File: config.mk
export PLATFORM = sky130hd
export DESIGN_NAME = spi_host_frame_tx
export DESIGN_NICKNAME = d
export VERILOG_FILES = /design/src/rtl/spi_host_frame_tx.sv
export SDC_FILE = /design/constraint.sdc
export NUM_CORES = 1
export LEC_CHECK = 0
export BUFFER_PORTS_ARGS = -buffer_cell sky130_fd_sc_hd__buf_2
export CAP_MARGIN = 15
export CORE_UTILIZATION = 30
export DETAILED_ROUTE_END_ITERATION = 8
export MAX_ROUTING_LAYER = met4
export PLACE_DENSITY_LB_ADDON = 0.12
export SLEW_MARGIN = 15
export SYNTH_ARGS = -nofsm -noshare
export SYNTH_HDL_FRONTEND = slang
export SYNTH_SLANG_ARGS = --single-unit
File: constraint.sdc
create_clock -name sclk -period 3.8 [get_ports sclk]
set_input_delay 0.95 -clock sclk [delete_from_list [all_inputs] [get_ports sclk]]
set_output_delay 0.95 -clock sclk [all_outputs]
set_load 0.005 [all_outputs]
File: src/rtl/spi_host_frame_tx.sv
// Host-side SPI frame transmitter: address byte plus 1..MAX_BYTES data bytes, LSB first, with readback capture.
// Optional feature macro SPI_HOST_WRITE_VERIFY_EN: re-read each write frame and flag mismatches on verify_err.
module spi_host_frame_tx #(
    parameter int MAX_BYTES = 8,
    parameter int IDLE_GAP  = 4,
    parameter int RD_LAT    = 1,
    localparam int LW       = $clog2(MAX_BYTES + 1)
) (
    input  logic          sclk,
    input  logic          rstn,
    input  logic          cmd_valid,
    output logic          cmd_ready,
    input  logic [7:0]    cmd_addr,
    input  logic [LW-1:0] cmd_len,
    input  logic          cmd_rd,
    input  logic [7:0]    wr_data,
    input  logic          wr_valid,
    output logic          wr_ready,
    output logic [7:0]    rd_data,
    output logic          rd_valid,
    output logic          serial_out,
    input  logic          serial_in,
    output logic          sclk_en,
    output logic          busy,
    output logic          done,
    output logic          err,
    output logic          verify_err
);
    localparam int WW = $clog2(IDLE_GAP + RD_LAT + 1);
    localparam logic [LW-1:0] MAX_LEN = LW'(MAX_BYTES);

    typedef enum logic [2:0] {S_IDLE, S_ADDR, S_DATA, S_TAIL, S_GAP} state_t;
    state_t state, state_nxt;

    logic [2:0]    bit_cnt;
    logic [LW-1:0] byte_cnt, len_q;
    logic [7:0]    addr_q, tx_sh, rx_sh;
    logic          rd_q, aborted;
    logic [WW-1:0] wait_cnt;
    logic          len_ok, start, byte_end, last_byte, boundary, underrun, load;
    logic          tail_last, gap_last, verify_pending;
    logic          drv_bit, drv_last, samp_en, samp_last;

    assign len_ok    = (cmd_len != '0) && (cmd_len <= MAX_LEN);
    assign byte_end  = (state == S_ADDR || state == S_DATA) && (bit_cnt == 3'd7);
    assign last_byte = (state == S_DATA) && (byte_cnt == len_q - LW'(1));
    // A byte boundary is the last bit cycle of any byte that has a successor.
    assign boundary  = byte_end && !last_byte;
    assign underrun  = boundary && !rd_q && !wr_valid;
    assign load      = boundary && !rd_q && wr_valid;
    assign tail_last = (wait_cnt == WW'(RD_LAT - 1));
    assign gap_last  = (wait_cnt == WW'(IDLE_GAP - 1));
    assign start     = (state == S_IDLE && cmd_valid && len_ok) ||
                       (state == S_GAP && gap_last && verify_pending);
    assign drv_bit   = (state == S_DATA);
    assign drv_last  = drv_bit && (bit_cnt == 3'd7);
    assign serial_out = tx_sh[0];

    // NOTE: sequential state uses non-blocking assignments so every flop samples pre-edge values.
    always_ff @(posedge sclk or negedge rstn) begin
        if (!rstn) state <= S_IDLE;
        else       state <= state_nxt;
    end

    // NOTE: every combinational output gets a default first so no latch is inferred.
    always_comb begin
        state_nxt = state;
        case (state)
            S_IDLE: if (cmd_valid && len_ok) state_nxt = S_ADDR;
            S_ADDR: if (byte_end) state_nxt = underrun ? S_GAP : S_DATA;
            S_DATA: if (byte_end) begin
                if (last_byte)     state_nxt = (RD_LAT == 0) ? S_GAP : S_TAIL;
                else if (underrun) state_nxt = S_GAP;
            end
            S_TAIL: if (tail_last) state_nxt = S_GAP;
            S_GAP:  if (gap_last) state_nxt = verify_pending ? S_ADDR : S_IDLE;
            default: state_nxt = S_IDLE;
        endcase
    end

    always_comb begin
        cmd_ready = 1'b0;
        busy      = 1'b1;
        sclk_en   = 1'b0;
        wr_ready  = 1'b0;
        err       = 1'b0;
        done      = 1'b0;
        case (state)
            S_IDLE: begin
                cmd_ready = 1'b1;
                busy      = 1'b0;
                err       = cmd_valid && !len_ok;
            end
            S_ADDR, S_DATA: begin
                sclk_en  = 1'b1;
                wr_ready = load;
                err      = underrun;
            end
            S_TAIL: sclk_en = 1'b1;
            S_GAP:  done = (wait_cnt == '0) && !aborted && !verify_pending;
            default: ;
        endcase
    end

    always_ff @(posedge sclk or negedge rstn) begin
        if (!rstn) begin
            bit_cnt  <= '0;
            byte_cnt <= '0;
            len_q    <= '0;
            addr_q   <= '0;
            rd_q     <= 1'b0;
            aborted  <= 1'b0;
            tx_sh    <= '0;
            rx_sh    <= '0;
            wait_cnt <= '0;
            rd_data  <= '0;
            rd_valid <= 1'b0;
        end else begin
            rd_valid <= 1'b0;
            if (start) begin
                if (state == S_IDLE) begin
                    addr_q <= cmd_addr;
                    len_q  <= cmd_len;
                    rd_q   <= cmd_rd;
                    tx_sh  <= cmd_addr;
                end else begin
                    rd_q  <= 1'b1;
                    tx_sh <= addr_q;
                end
                bit_cnt  <= '0;
                byte_cnt <= '0;
                aborted  <= 1'b0;
            end else if (state == S_ADDR || state == S_DATA) begin
                bit_cnt <= bit_cnt + 3'd1;
                // Read data, underrun and the tail all drive zeros after the last shifted bit.
                if (load)           tx_sh <= wr_data;
                else if (byte_end)  tx_sh <= '0;
                else                tx_sh <= tx_sh >> 1;
                if (drv_last) byte_cnt <= byte_cnt + LW'(1);
                if (underrun) aborted <= 1'b1;
            end

            if (state_nxt != state)                   wait_cnt <= '0;
            else if (state == S_TAIL || state == S_GAP) wait_cnt <= wait_cnt + WW'(1);

            if (samp_en) rx_sh <= {serial_in, rx_sh[7:1]};
            if (samp_last) begin
                rd_data  <= {serial_in, rx_sh[7:1]};
                rd_valid <= 1'b1;
            end
        end
    end

    // Readback of a data bit arrives RD_LAT cycles after it is driven.
    generate
        if (RD_LAT == 0) begin : g_no_lat
            assign samp_en   = drv_bit;
            assign samp_last = drv_last;
        end else begin : g_lat
            logic [RD_LAT-1:0] en_pipe, last_pipe;
            always_ff @(posedge sclk or negedge rstn) begin
                if (!rstn) begin
                    en_pipe   <= '0;
                    last_pipe <= '0;
                end else begin
                    en_pipe[0]   <= drv_bit;
                    last_pipe[0] <= drv_last;
                    for (int i = 1; i < RD_LAT; i++) begin
                        en_pipe[i]   <= en_pipe[i-1];
                        last_pipe[i] <= last_pipe[i-1];
                    end
                end
            end
            assign samp_en   = en_pipe[RD_LAT-1];
            assign samp_last = last_pipe[RD_LAT-1];
        end
    endgenerate

`ifdef SPI_HOST_WRITE_VERIFY_EN
    localparam int AW = $clog2(MAX_BYTES);
    logic [7:0]    wbuf [MAX_BYTES];
    logic [AW-1:0] w_idx, rx_idx;
    logic          vfy_q, mism;

    assign w_idx          = (state == S_ADDR) ? '0 : byte_cnt[AW-1:0] + AW'(1);
    assign verify_pending = !rd_q && !aborted;
    assign verify_err     = done && mism;

    // NOTE: the write buffer has no reset; entries are always written before the verify frame reads them.
    always_ff @(posedge sclk) begin
        if (load) wbuf[w_idx] <= wr_data;
    end

    always_ff @(posedge sclk or negedge rstn) begin
        if (!rstn) begin
            rx_idx <= '0;
            vfy_q  <= 1'b0;
            mism   <= 1'b0;
        end else if (start) begin
            rx_idx <= '0;
            vfy_q  <= (state == S_GAP);
            mism   <= 1'b0;
        end else if (samp_last) begin
            rx_idx <= rx_idx + AW'(1);
            if (vfy_q && ({serial_in, rx_sh[7:1]} != wbuf[rx_idx])) mism <= 1'b1;
        end
    end
`else
    assign verify_pending = 1'b0;
    assign verify_err     = 1'b0;
`endif

endmodule
Word-level counts from Yosys, hierarchy flattened
Cells that the tools add are included.
- output and inout port bits: 17
- memories: 0
- latch bits: 0
- flip-flop bits (word level): 54
- memory bits (writable): 0
- input port bits: 26
- word-level logic and storage cells: 91
- memory bits (read-only): 0
- muxes and demuxes: 32
- multiply operators: 0
- shift operators: 0
- reductions and logical operators: 32
- divide/modulo/power cells: 0
- $add $sub $neg: 4
- equal/unequal tests: 8
- magnitude comparators: 1
- bitwise gates (word level): 0
- operator list (cell ; count):
    $mux W3 ; 12
    $mux W8 ; 4
    $pmux W3 S5 ; 1
    $logic_and A1 B1 Y1 ; 13
    $mux W4 ; 3
    $mux W1 ; 10
    $eq A3 B2 Y1 const B ; 3
    $reduce_bool A2 Y1 ; 4
    $mux W7 ; 1
    $add A3 B1 Y3 const B ; 2
    $eq A3 B3 Y1 const B ; 2
    $logic_not A3 Y1 ; 2
    $reduce_and A2 Y1 ; 3
    $logic_not A1 Y1 ; 5
    $add A4 B1 Y4 const B ; 1
    $eq A4 B4 Y1 ; 1
    $le A4 B4 Y1 const B ; 1
    $reduce_bool A4 Y1 ; 1
    $sub A4 B1 Y4 const B ; 1
    $eq A3 B1 Y1 const B ; 1
    $ne A3 B3 Y1 ; 1
    $reduce_or A3 Y1 ; 1
    $logic_or A1 B1 Y1 ; 2
    $pmux W1 S2 ; 1
    $reduce_or A2 Y1 ; 1

Longest topological paths before layout
Gate-level depths: netlist of run 1.
- depth after elaboration: 13
- mapped depth: 8
- mapped depth without buffers: 7

Worst setup path before layout of run 1
Ideal clock, no wire load.
- path kind: input -> output
- start: input cmd_len[1]
- end: output err
- slack: 1.082 ns
- data arrival time: 1.768 ns
- data required time: 2.850 ns
- stages: 3
- path through: nor4_1 nor2_1 o21ai_0
- cells in the longest elaborated chain, start to end: 5
- RTL lines (what ; line ; RTL):
    start: declaration ; 14 ; input logic [LW-1:0] cmd_len,
    $le A4 B4 Y1 / $reduce_bool A4 Y1 (equally long branches) ; 44 ; assign len_ok = (cmd_len != '0) && (cmd_len <= MAX_LEN);
    $logic_and A1 B1 Y1 (*) ; 44 ;
    $logic_not A1 Y1 (*) ; 92 ; err = cmd_valid && !len_ok;
    $logic_and A1 B1 Y1 (*) ; 92 ;
    $pmux W1 S2 (*) ; 88 ; case (state)
    end: declaration ; 26 ; output logic err,
Every way passes the cells marked *; elsewhere a longest branch is shown, timed or not.

Final worst setup path of run 1
- start: register bit_cnt[0]
- end: output err
- cells in the longest elaborated chain, start to end: 6
- RTL lines (what ; line ; RTL):
    start: declaration ; 35 ; logic [2:0] bit_cnt;
    start signal: assignment ; 134 ; bit_cnt <= bit_cnt + 3'd1;
    $eq A3 B3 Y1 ; 45 ; assign byte_end = (state == S_ADDR || state == S_DATA) && (bit_cnt == 3'd7);
    $logic_and A1 B1 Y1 ; 45 ;
    $logic_and A1 B1 Y1 ; 48 ; assign boundary = byte_end && !last_byte;
    $logic_and A1 B1 Y1 (2 in series) ; 49 ; assign underrun = boundary && !rd_q && !wr_valid;
    $pmux W1 S2 ; 88 ;
Every way passes these cells.

==> impl_metrics.py, run 1 <==
metrics = {
    "floorplanning": {
        "core_sq_um": 7210,
        "die_y_um": 88.4,
        "ios": 43,
        "dieArea_sq_um": 7810,
        "rows": 31,
        "fp.dieW_um": 88.4,
        "initial_core_util_pct": 31.0,
    },
    "drt": {
        "vias_per_cell": 4.79,
        "wl_per_cell_um": 14.1,
        "first_pass_iters": 4,
        "ant_nets": 0,
        "dr.first_iter.drc_count": 36,
        "num_vias": 1654,
        "drcViolationCount": 0,
        "drt_wl_total_um": 4850,
    },
    "global_routing": {
        "grt_max_degree": 46,
        "grt_pass1_wl_um": 8160,
        "track_usage_pct": 14.1,
        "gr-total-overflow": 0,
        "antenna_found_initial": 0,
        "grt_pass1_vias": 1695,
    },
    "setup_path": {
        "r2r_cells": 5,
        "r2r-end": "tx_sh[6]",
        "cp.required_ps": 2850,
        "cp.arrival_ps": 2350,
        "critPathKind": "reg2out",
        "critPathLaunchType": "register",
        "path_max_fanout": 5,
        "worst-r2r-setup-slack_ps": 1480,
        "cp-end-kind": "output pin",
        "endpoint": "err",
        "reg2reg_from": "state[2]",
        "startpoint": "bit_cnt[0]",
    },
    "clock_network": {
        "clock-sinks": 45,
        "post_cts_buffers": 0,
        "postCtsResizedCells": 0,
        "cts_buffer_depth": 2,
        "clock-root-buffer": "clkbuf_8",
        "h-tree-depth": 2,
        "cts_buffers": 5,
        "clk_pin_slew_ps": 90,
        "cts_tree": "built",
        "hold_buffers": 0,
        "insertion_delay_ps": 290,
    },
    "power_and_ir_drop": {
        "cellPowerDensity_nw_per_um2": 645,
        "ir_worst_vdd_mv": 0.216,
        "p_leak_nw": 1.26,
    },
    "finish": {
        "layout.nets": 278,
        "layout-drive-gt1-share_pct": 30.5,
        "syn_to_final_growth_pct": 17.7,
        "utilization_pct": 36.5,
        "final_common_cell": "dfrtp_1",
        "final_cell_mix": "dfrtp_1, buf_2, nand2_1, mux2_2, nor2_1",
        "antenna-diode-count": 0,
        "n_fill_cell": 765,
    },
    "timing": {
        "tns_ps": 0,
        "finalCriticalPeriod_ps": 3300,
        "worst-slew-pin-transition_ps": 755,
        "finalCritPeriodShare_pct": 86.7,
        "slew_violations": 0,
        "setup_viol": 0,
        "fmax_ghz": 0.303,
        "finalHoldViolations": 0,
        "rsz0062_at_grt": "no",
        "max_slew_margin_pct": 49.3,
        "worst_clock_skew_ps": 8.61,
    },
    "synth": {
        "synth_cell_types": 43,
        "syn_inst": 201,
        "synth_top_area_share_pct": 50.3,
        "synth-seq-area-share_pct": 50.3,
        "syn-num-nets": 234,
        "synth_ff_type": "dfrtp_1",
        "synth_edf_count": 0,
        "ys_warn_count": 0,
        "syn_area_sq_um": 2240,
        "synth_seq_cells": 45,
        "avgSynthCellArea_sq_um": 11.1,
        "ys_async_sr_fraction_pct": 100,
        "synth.area.top_cells": "dfrtp_1, mux2_2, a22o_1",
        "yosys.area.top_type": "dfrtp_1",
    },
    "placed_design": {
        "dp_hpwl_um": 3510,
        "port_buffers": 41,
        "place.gp.congestion": 0.737,
    },
    "worst_hold_path": {
        "holdCritPathClass": "reg2reg",
        "hold_depth": 1,
    },
    "flow_run": {
        "cap_violations": 0,
    },
    "outcome": {
        "status": "complete, no violations",
    },
}
==> synth_stat cells (2+ instances only) <==
master / instances
xor2_1: 4
or3_1: 2
nor3_1: 7
a31oi_1: 2
mux2_2: 15
inv_1: 9
xnor2_1: 7
o21ai_0: 11
nand3_1: 6
nand2b_1: 2
or4b_4: 2
buf_6: 2
nand2_1: 16
nor3b_1: 2
nor2_1: 13
dfrtp_1: 45
a21oi_1: 3
clkbuf_1: 6
a221o_1: 7
o21a_1: 2
a22o_1: 10
ha_1: 7
==> per-stage QoR <==
stage | worst slack [ps] | hold WS (ps) | instances | power (mW) | cell area (sq um)
2_1_floorplan | 1080 | 352 | 201 | 1.23 | 2240
3_3_place_gp | 603 | 482 | 337 | 1.42 | 2540
3_5_place_dp | 587 | 480 | 337 | 1.42 | 2540
4_1_cts | 466 | 492 | 345 | 1.73 | 2630
5_1_grt | 309 | 521 | 345 | 1.85 | 2640
6_report | 504 | 483 | 345 | 1.70 | 2640
==> critical path, stage by stage (launching register included) <==
cell	delay, ps
dfrtp_1	380
ha_1	160
ha_1	260
or4b_4	520
or3_1	420
o21ai_0	140
buf_2	160
==> flip-flops by register name, indices dropped and copies added, names as in the netlist <==
| signal | flops |
|---|---|
| rx_sh | 7 |
| g_lat.en_pipe | 1 |
| wait_cnt | 3 |
| state | 3 |
| rd_valid | 1 |
| rd_q | 1 |
| g_lat.last_pipe | 1 |
| tx_sh | 8 |
| byte_cnt | 4 |
| len_q | 4 |
| rd_data | 8 |
| bit_cnt | 3 |
| aborted | 1 |
==> final cells by class <==
| type | instances | area [sq um] | area share, % |
|---|---|---|---|
| timing repair buffer | 47 | 253 | 9.59 |
| clock buffer | 6 | 72.6 | 2.75 |
| tap | 99 | 124 | 4.70 |
| inverter | 9 | 33.8 | 1.28 |
| sequential | 45 | 1130 | 42.7 |
| multi-input combinational | 137 | 1010 | 38.4 |
| clock inverter | 2 | 15.0 | 0.570 |
==> kinds of logic after synthesis <==
| kind of cell | count (synthesis) | synth area share (%) |
|---|---|---|
| and+or+nand+nor | 60 | 14.8 |
| DFF | 45 | 50.3 |
| muxes | 16 | 7.99 |
| AOI/OAI and AO/OA | 42 | 14.0 |
| adders and majority gates | 7 | 3.91 |
| buffers and inverters | 19 | 4.53 |
| xor gates and xnor gates | 11 | 4.30 |
| other | 1 | 0.168 |
==> worst min path at each step <==
stage	slack (ps)	startpoint	endpoint
6_report	480	state[2]	g_lat.en_pipe
5_1_grt	520	state[2]	g_lat.en_pipe
4_1_cts	490	state[2]	g_lat.en_pipe
3_5_place_dp	480	state[2]	g_lat.en_pipe
3_3_place_gp	480	state[2]	g_lat.en_pipe
2_1_floorplan	350	g_lat.last_pipe	rd_valid
==> layer usage <==
layer,global-route usage [%],part of all wire (%)
met5,-,0
met4,3.52,0.39
met1,18.1,50
met2,22.7,45
met3,3.08,4.0
==> power breakdown <==
group	leakage [nW]	internal, mW	switching, mW	total (mW)
clock	0.0374	0.130	0.168	0.298
sequential	0.597	0.622	0.103	0.724
combinational	0.631	0.326	0.351	0.676
No activity file was read; power rests on OpenSTA's default activity.
==> inputs of run 2 (changes only) <==
--- a/config.mk
+++ b/config.mk
@@ -11,6 +11,7 @@
 export DETAILED_ROUTE_END_ITERATION = 8
 export MAX_ROUTING_LAYER = met4
 export PLACE_DENSITY_LB_ADDON = 0.12
+export RECOVER_POWER = 25
 export SLEW_MARGIN = 15
 export SYNTH_ARGS = -nofsm -noshare
 export SYNTH_HDL_FRONTEND = slang
==> impl_metrics.py, run 2 (synthesis results as in run 1) <==
metrics = {
    "outcome": {
        "status": "finished, violations left",
        "violations": "capacitance limit, slew limit",
    },
    "clock_network": {
        "cts_tree": "built",
        "clock-root-buffer": "clkbuf_8",
        "postCtsResizedCells": 0,
        "cts_buffer_depth": 2,
        "clk_pin_slew_ps": 90,
        "hold_buffers": 0,
        "insertion_delay_ps": 290,
        "h-tree-depth": 2,
        "post_cts_buffers": 0,
        "cts_buffers": 5,
        "clock-sinks": 45,
    },
    "placed_design": {
        "pre_cts_slack_ps": 587,
        "port_buffers": 41,
        "dp_hpwl_um": 3510,
        "place.gp.congestion": 0.737,
        "dp.cells": 337,
    },
    "finish": {
        "reg_top3": "rd_data: 8 flops, tx_sh: 8 flops, rx_sh: 7 flops",
        "antenna-diode-count": 0,
        "final_common_cell": "dfrtp_1",
        "layout-drive-gt1-share_pct": 30.1,
        "final_cell_mix": "dfrtp_1, buf_2, nand2_1, mux2_2, nor2_1",
        "utilization_pct": 36.5,
        "layout.nets": 278,
        "final_cells": 345,
        "syn_to_final_growth_pct": 17.6,
    },
    "flow_run": {
        "cap_violations": 1,
    },
    "drt": {
        "dr.first_iter.drc_count": 36,
        "drcViolationCount": 0,
        "wl_per_cell_um": 14.1,
        "num_vias": 1652,
        "vias_per_cell": 4.79,
        "drt_wl_total_um": 4850,
        "ant_nets": 0,
        "first_pass_iters": 4,
    },
    "timing": {
        "slew_violations": 46,
        "tns_ps": 0,
        "finalCritPeriodShare_pct": 86.7,
        "max_slew_margin_pct": -60.9,
        "worst-slew-pin-transition_ps": 2410,
        "finalHoldViolations": 0,
        "rsz0062_at_grt": "no",
        "worst_clock_skew_ps": 8.86,
        "fmax_ghz": 0.303,
        "setup_viol": 0,
        "finalCriticalPeriod_ps": 3300,
        "setup_slack_ps": 504,
    },
    "floorplanning": {
        "core_sq_um": 7210,
        "ios": 43,
        "dieArea_sq_um": 7810,
        "rows": 31,
        "die_y_um": 88.4,
        "fp.dieW_um": 88.4,
        "initial_core_util_pct": 31.0,
    },
    "setup_path": {
        "critPathKind": "reg2out",
        "cp-end-kind": "output pin",
        "slowest_stage": "or4b_4",
        "crit_family": "simple AND/OR/NAND/NOR gates",
        "cpMostUsedCell": "ha_1",
        "cp.required_ps": 2850,
        "critPathMaxStageDelay_ps": 520,
        "critPathLaunchType": "register",
        "worst-r2r-setup-slack_ps": 1480,
        "cp.arrival_ps": 2350,
        "cp_cell_sequence": "ha_1 -> ha_1 -> or4b_4 -> or3_1 -> o21ai_0 -> buf_2",
        "path_max_fanout": 5,
        "critPathBufInv": 1,
    },
    "global_routing": {
        "grt_max_degree": 46,
        "gr-total-overflow": 0,
        "grt_pass1_wl_um": 8160,
        "grt_pass1_vias": 1695,
        "antenna_found_initial": 0,
        "track_usage_pct": 14.1,
    },
    "power_and_ir_drop": {
        "ir_worst_vdd_mv": 0.216,
        "cellPowerDensity_nw_per_um2": 645,
        "p_leak_nw": 1.26,
    },
    "worst_hold_path": {
        "holdCritPathClass": "reg2reg",
    },
}
[run 2: final cells by class]
class                           count  area (sq um)
Clock inverter                      2          15.0
Tap cell                           99           124
Clock buffer                        6          72.6
Inverter                            9          33.8
Multi-Input combinational cell    137          1010
Fill cell                         767          4580
Timing Repair Buffer               47           249
Sequential cell                    45          1130
[run 2: through the flow]
stage / total power [mW] / instance area (sq um) / hold WS, ps
3_3_place_gp: 1.42 / 2540 / 482
3_5_place_dp: 1.42 / 2540 / 480
4_1_cts: 1.73 / 2630 / 492
6_report: 1.70 / 2630 / 483
5_1_grt: 1.85 / 2630 / 521
2_1_floorplan: 1.23 / 2240 / 352
[run 2: worst register-to-register path, cell delays in order (launching register included)]
cell and delay, ps:
dfrtp_1 380, buf_4 190, or4b_4 530, nor3_4 610
nor2_4 170, a221o_1 340
[run 2: path summary, 6_finish.rpt]
check	to	start	cells after the start
min	g_lat.en_pipe	state[2]	1
max reg2reg	tx_sh[3]	state[2]	5
min in group asynchronous	rd_data[4]	rstn	1
max	err	bit_cnt[0]	6
min reg2reg	g_lat.en_pipe	state[2]	1
max in group asynchronous	wait_cnt[1]	rstn	1
[run 2: layer usage]
metal / global-route usage, % / wire length (um) / vias to the layer above
li1: - / - / 815
met1: 18.1 / 2450 / 799
met2: 22.7 / 2200 / 36
met3: 3.08 / 182 / 2
met4: 3.52 / 19 / 0
met5: - / 0 / -
[run 2: power breakdown]
group          total [mW]  internal [mW]  leakage (nW)  switching, mW
clock               0.298          0.130        0.0374          0.168
combinational       0.675          0.325         0.627          0.350
sequential          0.725          0.622         0.597          0.103
total                1.70           1.08          1.26          0.621
==> inputs of run 3 (changes only) <==
--- a/config.mk
+++ b/config.mk
@@ -10,7 +10,7 @@
 export CORE_UTILIZATION = 30
 export DETAILED_ROUTE_END_ITERATION = 8
 export MAX_ROUTING_LAYER = met4
-export PLACE_DENSITY_LB_ADDON = 0.12
+export PLACE_DENSITY = 0.55
 export RECOVER_POWER = 25
 export SLEW_MARGIN = 15
 export SYNTH_ARGS = -nofsm -noshare
==> impl_metrics.py, run 3 (synthesis results as in run 1) <==
metrics = {
    "setup_path": {
        "critPathMaxStageDelay_ps": 660,
        "cp.required_ps": 2850,
        "cp-end-kind": "output pin",
        "slowest_stage": "dfrtp_1",
        "crit_family": "simple AND/OR/NAND/NOR gates",
        "path_max_fanout": 15,
        "cp.arrival_ps": 2440,
        "critPathBufInv": 1,
        "reg2reg_from": "state[0]",
        "cp_cell_sequence": "xnor2_1 -> or4b_4 -> nor3_2 -> buf_2",
        "critPathLaunchType": "register",
        "critPathKind": "reg2out",
        "startpoint": "state[1]",
    },
    "global_routing": {
        "grt_max_degree": 46,
        "antenna_found_initial": 0,
        "gr-total-overflow": 0,
        "grt_pass1_vias": 1599,
        "track_usage_pct": 13.6,
        "grt_pass1_wl_um": 7820,
    },
    "finish": {
        "reg_top3": "rd_data: 8 flops, tx_sh: 8 flops, rx_sh: 7 flops",
        "design_area_sq_um": 2660,
        "final_common_cell": "dfrtp_1",
        "layout-drive-gt1-share_pct": 29.2,
        "antenna-diode-count": 0,
        "layout.nets": 275,
        "final_cell_mix": "dfrtp_1, buf_2, nand2_1, mux2_2, nor2_1",
        "syn_to_final_growth_pct": 18.6,
    },
    "floorplanning": {
        "fp.dieW_um": 88.4,
        "dieArea_sq_um": 7810,
        "ios": 43,
        "initial_core_util_pct": 31.0,
        "rows": 31,
        "die_y_um": 88.4,
        "core_sq_um": 7210,
    },
    "clock_network": {
        "cts_buffers": 5,
        "h-tree-depth": 2,
        "cts_tree": "built",
        "clk_pin_slew_ps": 90,
        "insertion_delay_ps": 300,
        "clock-root-buffer": "clkbuf_8",
        "clock-sinks": 45,
        "postCtsResizedCells": 0,
        "hold_buffers": 0,
        "cts_buffer_depth": 2,
        "post_cts_buffers": 0,
    },
    "power_and_ir_drop": {
        "clkPwrFrac_pct": 23.9,
        "cellPowerDensity_nw_per_um2": 693,
        "internal_power_mw": 1.21,
        "switching_share_pct": 34.5,
        "ir_worst_vdd_mv": 0.269,
        "power.switching_uw": 634,
        "p_seq_share_pct": 40.2,
        "combinationalPowerShare_pct": 35.9,
        "p_leak_nw": 1.27,
    },
    "timing": {
        "finalCritPeriodShare_pct": 89.2,
        "finalHoldViolations": 0,
        "max_slew_margin_pct": -63.9,
        "rsz0062_at_grt": "no",
        "fmax_ghz": 0.295,
        "tns_ps": 0,
        "worst-slew-pin-transition_ps": 2460,
        "worst_clock_skew_ps": 13.1,
        "whs_ps": 505,
        "finalCriticalPeriod_ps": 3390,
        "setup_slack_ps": 409,
        "slew_violations": 46,
        "setup_viol": 0,
    },
    "placed_design": {
        "pre_cts_slack_ps": 643,
        "dp_hpwl_um": 3440,
        "port_buffers": 41,
        "place.gp.congestion": 0.812,
        "post_dp_cell_area_sq_um": 2520,
    },
    "outcome": {
        "status": "finished, violations left",
        "violations": "capacitance limit, slew limit",
    },
    "drt": {
        "vias_per_cell": 4.89,
        "first_pass_iters": 4,
        "ant_nets": 0,
        "dr.first_iter.drc_count": 72,
        "drt_wl_total_um": 4770,
        "wl_per_cell_um": 13.9,
        "drcViolationCount": 0,
        "num_vias": 1672,
    },
    "worst_hold_path": {
        "worstHoldStart": "rd_data[3]",
        "holdCritPathClass": "reg2reg",
    },
    "flow_run": {
        "cap_violations": 1,
    },
}
## run 3: cell count changes in the layout (fill, tap and decap cells not counted), sizes merged
cell and delta:
buf -4, bufinv +2, clkinvlp -2, inv +1
## run 3: metrics by stage
stage	power, mW	instances	util (%)
after global routing	1.97	342	36.8
after global placement	1.40	334	35.0
after detailed placement	1.41	334	35.0
after floorplan	1.23	201	-
after CTS	1.86	342	36.9
final	1.84	342	36.8
## run 3: final cells by class
type                            instances  area, sq um
Sequential cell                        45         1130
Clock inverter                          3         68.8
Timing Repair Buffer                   44          223
Clock buffer                            5         68.8
Tap cell                               99          124
Inverter                                9         33.8
Fill cell                             754         4560
Multi-Input combinational cell        137         1010
## run 3: worst paths after layout
path,endpoint,slack [ps],depth (start not counted)
hold reg to reg,rd_data[3],500,1
max in group asynchronous,len_q[0],1010,1
setup reg to reg,tx_sh[5],1490,6
setup / recovery,wr_ready,410,4
hold / removal,rd_data[3],500,1
min in group asynchronous,wait_cnt[1],1380,1
## run 3: worst register-to-register path: cells and delay by family, from the launching register on
family / cells / cell delay, ps
AO/OA/AOI/OAI: 2 / 270
buffers and inverters: 2 / 470
flip-flops: 1 / 420
AND/OR/NAND/NOR: 2 / 1080
## run 3: metal layers
| layer | routed length (um) | vias up | GRT usage, % |
|---|---|---|---|
| met5 | 0 | - | - |
| met4 | 50 | 0 | 4.84 |
| met3 | 154 | 4 | 2.89 |
| met2 | 2200 | 35 | 21.0 |
| met1 | 2370 | 824 | 17.6 |
| li1 | - | 809 | - |
## run 3: power groups by stage
stage,Clock (mW),Sequential [mW],Combinational [mW]
after floorplan,0,0.701,0.533
after global placement,0,0.745,0.653
after detailed placement,0,0.750,0.660
after CTS,0.454,0.739,0.666
after global routing,0.476,0.759,0.732
final,0.440,0.740,0.660
